===== src/rtl/cnn_weight_loader_if.sv =====
`default_nettype none
// cnn_weight_loader_if: byte-stream input and memory write-port bundle of the CNN weight loader.
// Revision 1.0
interface cnn_weight_loader_if #(
   parameter int NUM_FEATURES = 3,
   parameter int KERNEL_SIZE  = 4,
   parameter int DATA_WIDTH   = 8,
   parameter int FC_ROW       = 16
);
   logic                                                 load_start;
   logic signed [DATA_WIDTH-1:0]                         in_data;
   logic                                                 in_valid;
   logic                                                 in_ready;
   logic [KERNEL_SIZE*KERNEL_SIZE-1:0][DATA_WIDTH-1:0]   feature_weights_output;
   logic [1:0]                                           feature_writeAddr;
   logic                                                 feature_WrEn;
   logic [NUM_FEATURES:0][DATA_WIDTH-1:0]                bias_weights_output;
   logic                                                 bias_WrEn;
   logic [FC_ROW-1:0][DATA_WIDTH-1:0]                    fullyconnected_weights_output;
   logic [4:0]                                           fullyconnected_writeAddr;
   logic                                                 fullyconnected_WrEn;
   logic                                                 convolution_enable;
   logic                                                 busy;
   logic                                                 done;
   logic                                                 load_error;

   modport slave (
      input  load_start, in_data, in_valid,
      output in_ready, feature_weights_output, feature_writeAddr, feature_WrEn,
             bias_weights_output, bias_WrEn, fullyconnected_weights_output,
             fullyconnected_writeAddr, fullyconnected_WrEn, convolution_enable,
             busy, done, load_error
   );

   modport master (
      output load_start, in_data, in_valid,
      input  in_ready, feature_weights_output, feature_writeAddr, feature_WrEn,
             bias_weights_output, bias_WrEn, fullyconnected_weights_output,
             fullyconnected_writeAddr, fullyconnected_WrEn, convolution_enable,
             busy, done, load_error
   );
endinterface
`default_nettype wire


===== src/rtl/cnn_weight_loader.sv =====
`default_nettype none
// cnn_weight_loader: streams kernel, bias and fully-connected weight bytes into write buffers and
// pulses the memory write enables; optional trailing checksum byte under LOADER_CHECKSUM_EN. Revision 1.0
module cnn_weight_loader #(
   parameter int NUM_FEATURES     = 3,
   parameter int KERNEL_SIZE      = 4,
   parameter int FLATTENED_LENGTH = 432,
   parameter int DATA_WIDTH       = 8,
   parameter int FC_ROW           = 16
) (
   input  wire logic         clk,
   input  wire logic         rst_loader,
   cnn_weight_loader_if.slave bus
);
   localparam int KK      = KERNEL_SIZE * KERNEL_SIZE;
   localparam int NB      = NUM_FEATURES + 1;
   localparam int FC_ROWS = FLATTENED_LENGTH / FC_ROW;
   localparam int MAXN    = (KK > FC_ROW) ? ((KK > NB) ? KK : NB) : ((FC_ROW > NB) ? FC_ROW : NB);
   localparam int CNT_W   = $clog2(MAXN + 1);

   typedef enum logic [3:0] {
      IDLE, FEAT_COLLECT, FEAT_WRITE, BIAS_COLLECT, BIAS_WRITE,
      FC_COLLECT, FC_WRITE, CHECK, START, DONE
   } state_t;

   state_t                            state_q, state_d;
   logic [CNT_W-1:0]                  cnt_q, cnt_d;
   logic                              wr_q, wr_d;
   logic [1:0]                        feat_addr_q, feat_addr_d;
   logic [4:0]                        fc_addr_q, fc_addr_d;
   logic [KK-1:0][DATA_WIDTH-1:0]     feat_q, feat_d;
   logic [NB-1:0][DATA_WIDTH-1:0]     bias_q, bias_d;
   logic [FC_ROW-1:0][DATA_WIDTH-1:0] fc_q, fc_d;
   logic                              w_in_ready;

`ifdef LOADER_CHECKSUM_EN
   logic [DATA_WIDTH-1:0] sum_q;
   logic                  err_q;
`endif

   always_ff @(posedge clk) begin
      if (rst_loader) begin
         state_q     <= IDLE;
         cnt_q       <= '0;
         wr_q        <= 1'b0;
         feat_addr_q <= '0;
         fc_addr_q   <= '0;
         feat_q      <= '0;
         bias_q      <= '0;
         fc_q        <= '0;
      end else begin
         state_q     <= state_d;
         cnt_q       <= cnt_d;
         wr_q        <= wr_d;
         feat_addr_q <= feat_addr_d;
         fc_addr_q   <= fc_addr_d;
         feat_q      <= feat_d;
         bias_q      <= bias_d;
         fc_q        <= fc_d;
      end
   end

   always_comb begin
      w_in_ready = (state_q == FEAT_COLLECT) || (state_q == BIAS_COLLECT) || (state_q == FC_COLLECT);
`ifdef LOADER_CHECKSUM_EN
      if (state_q == CHECK) w_in_ready = 1'b1;
`endif
   end

   always_comb begin
      state_d     = state_q;
      cnt_d       = cnt_q;
      wr_d        = wr_q;
      feat_addr_d = feat_addr_q;
      fc_addr_d   = fc_addr_q;
      feat_d      = feat_q;
      bias_d      = bias_q;
      fc_d        = fc_q;
      case (state_q)
         IDLE: begin
            if (bus.load_start) begin
               state_d     = FEAT_COLLECT;
               cnt_d       = '0;
               wr_d        = 1'b0;
               feat_addr_d = '0;
               fc_addr_d   = '0;
            end
         end
         FEAT_COLLECT: begin
            if (bus.in_valid) begin
               for (int i = 0; i < KK; i++)
                  if (cnt_q == CNT_W'(i)) feat_d[i] = bus.in_data;
               cnt_d = cnt_q + CNT_W'(1);
               if (cnt_q == CNT_W'(KK - 1)) begin
                  cnt_d   = '0;
                  state_d = FEAT_WRITE;
               end
            end
         end
         // wr_q marks the second of the two write cycles
         FEAT_WRITE: begin
            wr_d = ~wr_q;
            if (wr_q) begin
               feat_addr_d = feat_addr_q + 2'd1;
               state_d     = (feat_addr_q == 2'(NUM_FEATURES - 1)) ? BIAS_COLLECT : FEAT_COLLECT;
            end
         end
         BIAS_COLLECT: begin
            if (bus.in_valid) begin
               for (int i = 0; i < NB; i++)
                  if (cnt_q == CNT_W'(i)) bias_d[i] = bus.in_data;
               cnt_d = cnt_q + CNT_W'(1);
               if (cnt_q == CNT_W'(NB - 1)) begin
                  cnt_d   = '0;
                  state_d = BIAS_WRITE;
               end
            end
         end
         BIAS_WRITE: begin
            wr_d = ~wr_q;
            if (wr_q) begin
               fc_addr_d = '0;
               state_d   = FC_COLLECT;
            end
         end
         FC_COLLECT: begin
            if (bus.in_valid) begin
               for (int i = 0; i < FC_ROW; i++)
                  if (cnt_q == CNT_W'(i)) fc_d[i] = bus.in_data;
               cnt_d = cnt_q + CNT_W'(1);
               if (cnt_q == CNT_W'(FC_ROW - 1)) begin
                  cnt_d   = '0;
                  state_d = FC_WRITE;
               end
            end
         end
         FC_WRITE: begin
            wr_d = ~wr_q;
            if (wr_q) begin
               fc_addr_d = fc_addr_q + 5'd1;
               state_d   = (fc_addr_q == 5'(FC_ROWS - 1)) ? CHECK : FC_COLLECT;
            end
         end
         CHECK: begin
`ifdef LOADER_CHECKSUM_EN
            if (bus.in_valid) state_d = (bus.in_data == sum_q) ? START : DONE;
`else
            state_d = START;
`endif
         end
         START:   state_d = DONE;
         DONE:    state_d = IDLE;
         default: state_d = IDLE;
      endcase
   end

`ifdef LOADER_CHECKSUM_EN
   // Running sum covers every weight byte; the byte taken in CHECK is only compared
   always_ff @(posedge clk) begin
      if (rst_loader) begin
         sum_q <= '0;
         err_q <= 1'b0;
      end else if (state_q == IDLE && bus.load_start) begin
         sum_q <= '0;
         err_q <= 1'b0;
      end else if (bus.in_valid && w_in_ready) begin
         if (state_q != CHECK) sum_q <= sum_q + bus.in_data;
         else if (bus.in_data != sum_q) err_q <= 1'b1;
      end
   end
   assign bus.load_error = err_q;
`else
   assign bus.load_error = 1'b0;
`endif

   assign bus.in_ready                      = w_in_ready;
   assign bus.feature_weights_output        = feat_q;
   assign bus.feature_writeAddr             = feat_addr_q;
   assign bus.feature_WrEn                  = (state_q != FEAT_WRITE);
   assign bus.bias_weights_output           = bias_q;
   assign bus.bias_WrEn                     = (state_q != BIAS_WRITE);
   assign bus.fullyconnected_weights_output = fc_q;
   assign bus.fullyconnected_writeAddr      = fc_addr_q;
   assign bus.fullyconnected_WrEn           = (state_q != FC_WRITE);
   assign bus.convolution_enable            = (state_q != START);
   assign bus.busy                          = (state_q != IDLE);
   assign bus.done                          = (state_q == DONE);
endmodule
`default_nettype wire


===== src/flat_wrapper.sv =====
// flat-port wrapper written by rule: the top's interface ports become plain ports
module cnn_weight_loader_flat 
#(
   parameter int NUM_FEATURES     = 3,
   parameter int KERNEL_SIZE      = 4,
   parameter int FLATTENED_LENGTH = 432,
   parameter int DATA_WIDTH       = 8,
   parameter int FC_ROW           = 16
)
  (clk, rst_loader, bus_load_start, bus_in_data, bus_in_valid, bus_in_ready, bus_feature_weights_output, bus_feature_writeAddr, bus_feature_WrEn, bus_bias_weights_output, bus_bias_WrEn, bus_fullyconnected_weights_output, bus_fullyconnected_writeAddr, bus_fullyconnected_WrEn, bus_convolution_enable, bus_busy, bus_done, bus_load_error);
  cnn_weight_loader_if #(.NUM_FEATURES(NUM_FEATURES), .KERNEL_SIZE(KERNEL_SIZE), .DATA_WIDTH(DATA_WIDTH), .FC_ROW(FC_ROW)) bus_i ();
  input  wire logic clk;
  input  wire logic rst_loader;
  input wire logic [$bits(bus_i.load_start)-1:0] bus_load_start;
  input wire logic [$bits(bus_i.in_data)-1:0] bus_in_data;
  input wire logic [$bits(bus_i.in_valid)-1:0] bus_in_valid;
  output wire logic [$bits(bus_i.in_ready)-1:0] bus_in_ready;
  output wire logic [$bits(bus_i.feature_weights_output)-1:0] bus_feature_weights_output;
  output wire logic [$bits(bus_i.feature_writeAddr)-1:0] bus_feature_writeAddr;
  output wire logic [$bits(bus_i.feature_WrEn)-1:0] bus_feature_WrEn;
  output wire logic [$bits(bus_i.bias_weights_output)-1:0] bus_bias_weights_output;
  output wire logic [$bits(bus_i.bias_WrEn)-1:0] bus_bias_WrEn;
  output wire logic [$bits(bus_i.fullyconnected_weights_output)-1:0] bus_fullyconnected_weights_output;
  output wire logic [$bits(bus_i.fullyconnected_writeAddr)-1:0] bus_fullyconnected_writeAddr;
  output wire logic [$bits(bus_i.fullyconnected_WrEn)-1:0] bus_fullyconnected_WrEn;
  output wire logic [$bits(bus_i.convolution_enable)-1:0] bus_convolution_enable;
  output wire logic [$bits(bus_i.busy)-1:0] bus_busy;
  output wire logic [$bits(bus_i.done)-1:0] bus_done;
  output wire logic [$bits(bus_i.load_error)-1:0] bus_load_error;
  assign bus_i.load_start = bus_load_start;
  assign bus_i.in_data = bus_in_data;
  assign bus_i.in_valid = bus_in_valid;
  assign bus_in_ready = bus_i.in_ready;
  assign bus_feature_weights_output = bus_i.feature_weights_output;
  assign bus_feature_writeAddr = bus_i.feature_writeAddr;
  assign bus_feature_WrEn = bus_i.feature_WrEn;
  assign bus_bias_weights_output = bus_i.bias_weights_output;
  assign bus_bias_WrEn = bus_i.bias_WrEn;
  assign bus_fullyconnected_weights_output = bus_i.fullyconnected_weights_output;
  assign bus_fullyconnected_writeAddr = bus_i.fullyconnected_writeAddr;
  assign bus_fullyconnected_WrEn = bus_i.fullyconnected_WrEn;
  assign bus_convolution_enable = bus_i.convolution_enable;
  assign bus_busy = bus_i.busy;
  assign bus_done = bus_i.done;
  assign bus_load_error = bus_i.load_error;
  cnn_weight_loader #(.NUM_FEATURES(NUM_FEATURES), .KERNEL_SIZE(KERNEL_SIZE), .FLATTENED_LENGTH(FLATTENED_LENGTH), .DATA_WIDTH(DATA_WIDTH), .FC_ROW(FC_ROW)) u_core (.clk(clk), .rst_loader(rst_loader), .bus(bus_i));
endmodule

===== config.mk =====
export PLATFORM = sky130hd
export DESIGN_NAME = cnn_weight_loader_flat
export DESIGN_NICKNAME = d
export VERILOG_FILES = /design/src/rtl/cnn_weight_loader_if.sv /design/src/rtl/cnn_weight_loader.sv /design/src/flat_wrapper.sv
export SDC_FILE = /design/constraint.sdc
export NUM_CORES = 1
export LEC_CHECK = 0
export CAP_MARGIN = 25
export CORE_MARGIN = 2
export CORE_UTILIZATION = 40
export CTS_BUF_LIST = sky130_fd_sc_hd__clkbuf_2
export CTS_CLUSTER_DIAMETER = 100
export DETAILED_ROUTE_END_ITERATION = 10
export PLACE_DENSITY = 0.68
export SLEW_MARGIN = 30
export SYNTH_ARGS = -nofsm -noshare
export SYNTH_HDL_FRONTEND = slang
export SYNTH_SLANG_ARGS = --single-unit

===== constraint.sdc =====
create_clock -name clk -period 3.64 [get_ports clk]
set_clock_uncertainty 0.2 [all_clocks]
set_input_delay 0.91 -clock clk [delete_from_list [all_inputs] [get_ports clk]]
set_output_delay 0.91 -clock clk [all_outputs]
set_load 0.1 [all_outputs]

==> qor.yml <==
relSlewSlack_pct: 37.7
cpMostUsedCell: "buf_4"
slowest_stage: "dfxtp_1"
min_path_type: "reg2reg"
synth_nets: 1280
final_common_cell: "buf_4"
io_pins: 315
syn_area_per_cell_um2: 9.26
hp-start: "u_core.bus.bias_weights_output[24]$_SDFFE_PP0P_"
finalNonFillerCells: 2008
rrSetupSlack_ns: 0.86
hold_end: "u_core.bus.bias_weights_output[24]$_SDFFE_PP0P_"
ys.warnings.count: 0
fin_nets: 1599
cts_max_level: 3
die_y_um: 175
grt_use_total_pct: 22.3
path_delay_family: "flip-flops"
drt-total-wl_um: 34900
r2r_cells: 5
cap_violations: 0
gr-total-overflow: 0
grt_pass1_wl_um: 53900
p_per_area_nw_per_um2: 388
synth_cell_type_count: 49
max_freq_mhz: 295
antenna_found_initial: 1
numPortBuffers: 313
status: "finished clean"
clk_latency_ns: 0.81
layout.cells.most_common_list: "331 x buf_4, 305 x dfxtp_1, 210 x nor2_1, 194 x mux2i_1, 168 x nand2_1"
hold_viol: 0
worst-path-buf-inv: 2
ys.flop_type: "dfxtp_1"
hpwl_um: 22700
ys_async_sr_fraction_pct: 0
numCtsBuffers: 79
grt_pass1_vias: 9586
syn_area_um2: 11700
dr.pass1.iters: 5
avgRoutedWirePerCell_um: 17.4
cts.clk_slew.worst_paths_ns: 0.09
start_kind: "flip-flop"
post-place-cells: 1882
min_period_ns: 3.39
cts.path.max_buffers: 3
crit_path_max_fanout: 19
area_growth_pct: 28.4
start_util_pct: 40.7
endpoint_kind: "output pin"
drv_slew: 0
drt_iter0_drc: 663
dieArea_um2: 30600
globalplace.congestion: 0.781
die_w_um: 175
holdBufCountCts: 0
core_um2: 28700
cp_data_arrival_time_ns: 2.28
period_share_pct: 93.2
leakage_nw: 6.83
r2r-end: "u_core.bus.fullyconnected_weights_output[84]$_SDFFE_PP0P_"
cp_data_required_time_ns: 2.53
path_cells: "buf_4 > a21oi_1 > buf_4"
postCtsResizedCells: 0
tightest_slew_ns: 0.935
num_rows: 62
postCtsSetupRepairBufs: 0
synth_cells: 1260
max-vdd-ir-drop_mv: 0.247
root_buffer: "clkbuf_2"
clock_sinks: 305
ys_ff_latch: 305
detail-route-antenna-nets: 0
rsz0062_at_grt: "no"
vias: 9865
drive_gt1_share_pct: 30.1
post-route-drc-count: 0
setup_viol: 0
yosysSeqAreaShare_pct: 52.3
tritoncts: "built"
worst-setup-path-type: "reg2out"
reg2reg_from: "u_core.state_q[2]$_SDFFE_PP0P_"
via_per_inst: 4.91
grt_max_degree: 115
cp_slowest_stage_delay_ns: 0.83
synth_edf_count: 0
holdPathStages: 2
tns_ns: 0
-- kinds of logic (layout without fill, tap and decap cells) --
logic type | after synthesis | after routing | share of synthesized area, %
buf+inv | 112 | 475 | 3.97
xor+xnor | 4 | 4 | 0.300
simple gates | 512 | 512 | 20.4
other cells | 1 | 2 | 0.0321
fa+ha+maj | 8 | 8 | 0.858
flops | 305 | 305 | 52.3
compound gates | 124 | 124 | 5.51
mux | 194 | 194 | 16.6
-- final cells by class --
type	instances	area, um^2
diodes	1	2.50
well taps	384	480
fillers	2727	13700
clock buffers	107	536
flip-flops and latches	305	6110
clock inverters	18	92.6
inverters	6	22.5
repair buffers	344	2630
multi-input cells	843	5110
-- worst max-delay path by stage --
| stage | start | endpoint | slack, ns | cells after the start |
|---|---|---|---|---|
| final | u_core.state_q[2]$_SDFFE_PP0P_ | bus_in_ready | 0.25 | 3 |
| after global placement | bus_in_valid | u_core.bus.feature_weights_output[30]$_SDFFE_PP0P_ | 0.42 | 7 |
| after CTS | u_core.state_q[1]$_SDFFE_PP0P_ | bus_done | 0.13 | 3 |
| after floorplan | u_core.state_q[1]$_SDFFE_PP0P_ | bus_in_ready | 0.38 | 3 |
| after detailed placement | bus_in_valid | u_core.bus.bias_weights_output[7]$_SDFFE_PP0P_ | 0.35 | 7 |
| after global routing | u_core.state_q[1]$_SDFFE_PP0P_ | bus_done | 0.003 | 3 |
-- synth_stat cells (5+ instances only) --
| master | n | area, um^2 |
|---|---|---|
| clkbuf_1 | 73 | 274 |
| nor2_8 | 8 | 160 |
| nand2_1 | 168 | 631 |
| buf_4 | 5 | 37.5 |
| nor2_1 | 211 | 792 |
| dfxtp_1 | 305 | 6110 |
| nand3_1 | 72 | 360 |
| a21oi_1 | 107 | 536 |
| buf_2 | 19 | 95.1 |
| mux2i_1 | 194 | 1940 |
| and2_1 | 5 | 31.3 |
| o21ai_0 | 8 | 40.0 |
| ha_1 | 8 | 100 |
| buf_1 | 9 | 33.8 |
| inv_1 | 6 | 22.5 |
-- per-stage QoR --
step | area [um^2] | hold slack [ns] | util (%) | setup slack, ns | power (mW)
global route | 15000 | 0.275 | 52.2 | 0.00253 | 6.12
CTS | 15000 | 0.247 | 52.2 | 0.130 | 5.91
detailed placement | 14400 | 0.247 | 50.0 | 0.350 | 3.75
finish | 15000 | 0.257 | 52.2 | 0.246 | 5.82
global placement | 14300 | 0.238 | 49.9 | 0.423 | 3.75
floorplan | 11700 | 0.277 | - | 0.375 | 3.65
-- registers in the layout, summed over array words and instances (netlist names) --
name and count:
u_core.state_q 4, u_core.bus.feature_writeAddr 2, u_core.bus.bias_weights_output 32, u_core.wr_q 1, u_core.bus.feature_weights_output 128, u_core.bus.fullyconnected_writeAddr 5, u_core.cnt_q 5, u_core.bus.fullyconnected_weights_output 128
-- where the power goes --
group          internal (mW)  switching [mW]  total (mW)  leakage [nW]
combinational         0.0626           0.259       0.322          3.89
clock                  0.793            1.35        2.15         0.486
sequential              3.34         0.00936        3.35          2.46
-- tightest hold or removal path: cells and delay by family, from the launching register on --
kind / cells / cell delay, ns
AND/OR/NAND/NOR: 1 / 0.05
AO/OA/AOI/OAI: 1 / 0.05
flip-flops: 1 / 0.32
-- layer usage --
layer	part of all wire [%]	track usage [%]	routed length, um
met5	0	0	0
met4	1.9	7.53	674
met2	46	35.6	16100
met1	44	28.6	15300
met3	8.4	7.14	2920
(Power assumes the default switching activity.)
